==> config.mk <==
export PLATFORM = sky130hd
export DESIGN_NAME = calisma_1
export DESIGN_NICKNAME = d
export VERILOG_FILES = /design/src/rtl/calisma_pkg.sv /design/src/rtl/calisma_1_lut.sv /design/src/rtl/calisma_1.sv
export SDC_FILE = /design/constraint.sdc
export NUM_CORES = 1
export LEC_CHECK = 0
export BUFFER_PORTS_ARGS = -buffer_cell sky130_fd_sc_hd__buf_4
export CAP_MARGIN = 0
export CORE_AREA = 2 2 39 41
export CTS_CLUSTER_SIZE = 8
export DETAILED_ROUTE_END_ITERATION = 10
export DIE_AREA = 0 0 41 43
export PLACE_DENSITY = 0.76
export SYNTH_ARGS = -nofsm -noshare
export SYNTH_HDL_FRONTEND = slang
export SYNTH_HIERARCHICAL = 1
export SYNTH_SLANG_ARGS = --single-unit
==> constraint.sdc <==
create_clock -name clk -period 1 [get_ports clk]
set_input_delay 0.15 -clock clk [delete_from_list [all_inputs] [get_ports clk]]
set_output_delay 0.15 -clock clk [all_outputs]
set_load 0.02 [all_outputs]
==> src/rtl/calisma_pkg.sv <==
// Shared types and helpers for the calisma_1 3-input Boolean function evaluator.
package calisma_pkg;

   typedef logic [2:0] minterm_t;

   localparam logic [7:0] TT_DEFAULT = 8'hB8;

   function automatic logic [7:0] onehot8(input minterm_t m);
      return 8'b1 << m;
   endfunction

endpackage

==> src/rtl/calisma_1_lut.sv <==
// Purely combinational truth-table lookup: o_f = TRUTH_TABLE[{i_a,i_b,i_c}].
module calisma_1_lut
   import calisma_pkg::*;
#(
   parameter logic [7:0] TRUTH_TABLE = TT_DEFAULT
) (
   input  logic i_a,
   input  logic i_b,
   input  logic i_c,
   output logic o_f
);

   minterm_t w_minterm;

   assign w_minterm = {i_a, i_b, i_c};
   assign o_f       = TRUTH_TABLE[w_minterm];

endmodule

==> src/rtl/calisma_1.sv <==
// 3-input Boolean function evaluator with registered copy, rise pulse and coverage map.
// Optional macro CALISMA_GATE_CHECK_EN adds a gate-level SOP cross-check and gate_mismatch port.
module calisma_1
   import calisma_pkg::*;
#(
   parameter logic [7:0] TRUTH_TABLE = TT_DEFAULT
) (
   input  logic       clk,
   input  logic       rst_n,
   input  logic       A,
   input  logic       B,
   input  logic       C,
   output logic       F,
   output logic       F_q,
   output logic       F_rise,
   output logic [7:0] seen,
`ifdef CALISMA_GATE_CHECK_EN
   output logic       all_seen,
   output logic       gate_mismatch
`else
   output logic       all_seen
`endif
);

   minterm_t   w_minterm;
   logic       w_f;
   logic [7:0] w_seen_next;

   logic       r_f_q;
   logic       r_f_q_d;
   logic       r_f_rise;
   logic [7:0] r_seen;
   logic       r_all_seen;

   calisma_1_lut #(
      .TRUTH_TABLE (TRUTH_TABLE)
   ) u_lut (
      .i_a (A),
      .i_b (B),
      .i_c (C),
      .o_f (w_f)
   );

   assign w_minterm   = {A, B, C};
   assign w_seen_next = r_seen | onehot8(w_minterm);

   // NOTE: reset is synchronous, so it only takes effect on a clock edge; all state uses <= to avoid ordering races.
   always_ff @(posedge clk) begin
      if (!rst_n) begin
         r_f_q      <= 1'b0;
         r_f_q_d    <= 1'b0;
         r_f_rise   <= 1'b0;
         r_seen     <= 8'h00;
         r_all_seen <= 1'b0;
      end else begin
         r_f_q      <= w_f;
         r_f_q_d    <= r_f_q;
         // Pulse follows the edge on which F_q itself went 0->1.
         r_f_rise   <= r_f_q & ~r_f_q_d;
         r_seen     <= w_seen_next;
         r_all_seen <= r_all_seen | (w_seen_next == 8'hFF);
      end
   end

   assign F        = w_f;
   assign F_q      = r_f_q;
   assign F_rise   = r_f_rise;
   assign seen     = r_seen;
   assign all_seen = r_all_seen;

`ifdef CALISMA_GATE_CHECK_EN
   logic w_gate_f;
   logic w_check_en;
   logic r_gate_mismatch;

   assign w_gate_f   = (A & ~B) | (B & C);
   assign w_check_en = (TRUTH_TABLE == TT_DEFAULT);

   always_ff @(posedge clk) begin
      if (!rst_n) begin
         r_gate_mismatch <= 1'b0;
      end else if (w_check_en) begin
         assert (w_gate_f == w_f)
            else $error("calisma_1: gate SOP differs from table at minterm %0d", w_minterm);
         if (w_gate_f != w_f) r_gate_mismatch <= 1'b1;
      end
   end

   assign gate_mismatch = r_gate_mismatch;
`endif

endmodule

==> flow_results.org <==
** Run status
- The run finished, with violations left.
- The checks that failed: setup timing.

** Timing
- Of the available clock period, the critical path in the final layout requires 110%.
- Setup repair after global routing could not meet its margin everywhere.
- The count of final hold-check violations was 0.
- Headroom to the max-slew limit came out at between 70% and 80%.
- Post-layout worst setup margin :: -0.0990 ns
- The number of max-slew violations in the final report is 0.
- On the final layout, the worst clock skew is 0.00241 ns.
- Final min period :: 1.10 ns
- Setup TNS :: -0.0990 ns
- At the pin with the least slew margin, the transition time is 0.308 ns.
- Setup violations remaining at the end of the flow were counted as 1.
- Static timing analysis puts the maximum clock frequency at 0.910 GHz.

** Worst setup path
- In this run the critical register-to-register path is captured at all_seen$_SDFF_PN0_.
- Worst-path fanout max :: 3
- The worst setup path is launched from a register.
- Type of destination of the critical path :: register
- Crit path DAT :: about 1.3 ns
- FF-to-FF setup slack :: -0.1 ns
- Kind of critical path :: reg2reg
- CP Data Required Time :: approximately 1.2 ns
- Reg2reg start :: seen[7]$_SDFF_PN0_
- Measured in cells, the most critical reg-to-reg path has a length of 4.

** Finish
- Of the cells placed in the final design, the portion with a size suffix greater than 1 is 56.1%.
- NumNets Final :: just under 90
- Layout-stage area growth over the synthesis result :: 62.5%
- Multi-input logic area :: 258 um2
- In the final layout, flip-flops and latches occupy 253 um2.
- The layout has 126 filler cells.
- The number of antenna diodes in the final layout is 0.

** Logic synthesis
- Adder and majority cell fraction of the synthesized area :: 0%
- A synthesized cell averages 10.1 um2.
- Fraction of the mapped netlist area in compound gates :: 19.4%
- Measured against the total synthesized area, the mux share comes to 6.95%.
- The synthesized netlist contains 19 unique library cells.
- Sequential cell area fraction in the yosys report :: 47.6%
- After synthesis, the largest family of logic cells by area is simple AND/OR/NAND/NOR gates.
- During synthesis, Yosys emitted a total of 6 warnings.
- Parity-gate share of the synthesized area counting xor and xnor cells :: 0%
- In this run the cell area of the synthesized design comes to 504 um2.
- The number of nets in the synthesized netlist is 55.
- Counting every instance in the synthesized netlist gives 50.
- The synthesized design contains 12 register bits.
- Fraction of the mapped netlist area in simple logic gates :: 22.3%

** Die
- The core region is between 1000 and 1500 um2.
- During I/O placement, the number of pins put on the boundary was 17.
- The initialized floorplan defines 14 standard-cell rows.
- The die is ~40 um wide.
- Initial core utilization :: between 30% and 40%
- Height of the chip :: 43 um
- The floorplan step defined a die boundary enclosing around 1800 um2.

** Clocking
- Clock-pin slew was measured on the worst setup and hold paths at 0.07 ns.
- TritonCTS clock tree :: built
- Counting every sink on the clock net gives 12.
- The clock reaches the later pin of the worst-skew pair after 0.26 ns.
- Buffer type at the clock tree root :: sky130_fd_sc_hd__clkbuf_4
- Buffers inserted during clock tree synthesis total 3.
- CTS H-Tree Depth :: 1
- Maximum root-to-sink buffer count :: 2

** Pwr
- Leakage power total :: ~0.00037 uW
- Max rail drop VDD :: 0.557 mV
- Switching power summed over all nets :: around 260 uW
- Part of the total power dissipated in sequential elements :: about half
- Cell internal power was estimated by the tool at 765 uW.
- Clock share of power :: ~28%
- P per Cell Area :: 1250 nW/um2
- Net switching is 25.5% of the power.
- Part of the power in combinational logic :: a little over a fifth

** Global routing
- Global routing finished with a remaining overflow of 0.
- Initial antenna violation count :: 0
- Entering global routing, the biggest net connects 12 pins.
- Via count of the first global-routing pass :: 468
- The first global-routing pass estimated 1870 um of wire.
- Global-route usage over all layers :: 15.8%

** Job
- Maxcap violations :: 0

** Place
- Routability-driven placement finished with a final weighted congestion of 0.794.
- Detailed placer's ending HPWL :: 823 um
- Input and output buffers added on the ports amount to 16.
- Prior to clock tree synthesis, the placed netlist has a worst setup slack of -0.128 ns.

** Hold path
- The startpoint identified for the worst hold timing path is rst_n.
- Worst hold endpoint :: seen[4]$_SDFF_PN0_
- Type of the worst min-delay path :: in2reg
- The worst hold path passes through 2 cells.

** Drt
- Number of vias after detailed routing :: slightly below 500
- After detailed routing, the total wire length is 1230 um.
- Detail-routed via count per cell :: between 4 and 5
- In the routed design, unresolved DRC markers number 0.
- Router iterations before antenna repair :: 3
- The detailed router finished its first iteration with 2 violations.
- Post-route ant nets :: 0
- Dividing the detail-routed wire length by the instance count gives between 10 and 15 um.
-- critical path: stages (launching register included) --
cell and delay [ns]:
sky130_fd_sc_hd__dfxtp_2 0.33, sky130_fd_sc_hd__and2_1 0.17, sky130_fd_sc_hd__a311oi_2 0.26, sky130_fd_sc_hd__nor4_1 0.08, sky130_fd_sc_hd__o21a_1 0.17
-- worst max path at each step --
stage,startpoint,slack (ns),end,cells after the start
finish,seen[7]$_SDFF_PN0_,-0.1,all_seen$_SDFF_PN0_,4
global route,seen[7]$_SDFF_PN0_,-0.16,all_seen$_SDFF_PN0_,4
CTS,seen[0]$_SDFF_PN0_,-0.1,all_seen$_SDFF_PN0_,4
detailed placement,C,-0.13,all_seen$_SDFF_PN0_,5
global placement,C,-0.1,all_seen$_SDFF_PN0_,5
floorplan,seen[0]$_SDFF_PN0_,-0.1,all_seen$_SDFF_PN0_,4
-- cell type report --
type | count | share of cell area, %
inverter | 1 | 0.458
clock buffer | 3 | 2.75
sequential | 12 | 30.8
multi-input combinational | 35 | 31.5
timing repair buffer | 31 | 32.1
tap | 16 | 2.44
-- stage by stage --
step	instances	total power (uW)	util [%]	hold WS (ns)	cell area, um2
final	98	1030	59.2	0.174	820
after global routing	98	1080	59.2	0.165	820
after CTS	96	1030	57.0	0.165	788
after detailed placement	93	730	53.2	0.385	736
after global placement	93	726	53.2	0.375	736
after floorplan	50	625	-	0.292	513
-- flip-flops by register name (all words and copies together), names as in the netlist --
signal and flops:
seen 8, all_seen 1, F_rise 1, F_q 1, r_f_q_d 1
-- power groups by stage --
stage	combinational (uW)	clock, uW	sequential [uW]
floorplan	67.9	0	557
global placement	195	0	531
detailed placement	197	0	533
CTS	209	301	523
global route	239	320	523
finish	222	284	521
-- cell families after synthesis --
group / count (synthesis)
AND/OR/NAND/NOR: 19
AO/OA/AOI/OAI: 13
flip-flops: 12
multiplexers: 3
buffers and inverters: 3
-- routing by layer --
metal  track usage (%)  part of all wire [%]
met2              24.7                    52
met3              1.57                   3.4
met5                 0                     0
met4              10.7                   1.1
met1              19.1                    43
-- synth_stat cells, drive strengths merged --
cell type	number	area, um2
and4	1	8.76
nor2b	4	25.0
dfxtp	12	240
buf	1	11.3
a21oi	1	5.00
and4b	1	11.3
nor2	5	18.8
nand2b	2	12.5
and2	4	25.0
clkbuf	1	3.75
a311oi	2	17.5
mux2	1	15.0
nor3	1	5.00
o21a	6	45.0
a2bb2oi	2	17.5
a31oi	2	12.5
nor4	1	6.26
mux2i	2	20.0
inv	1	3.75
-- repair_timing --
action                                  4_1_cts  5_1_grt
gates resized for setup                       8        4
endpoints found under the setup margin        6        5
buffers inserted                              0        2
pin swaps                                     0        1
gates cloned                                  0        0
hold buffers                                  0        0
-- cell usage in the layout, fill, tap and decap left out, types with 3 or more instances in the layout --
master	Yosys	layout
sky130_fd_sc_hd__o21a_1	6	6
sky130_fd_sc_hd__nor2b_1	4	4
sky130_fd_sc_hd__buf_6	1	8
sky130_fd_sc_hd__dfxtp_1	12	4
sky130_fd_sc_hd__and2_1	4	4
sky130_fd_sc_hd__nor2_1	5	5
sky130_fd_sc_hd__clkbuf_4	0	3
sky130_fd_sc_hd__dfxtp_2	0	7
sky130_fd_sc_hd__buf_4	0	23
No activity file was read; power rests on OpenSTA's default activity.
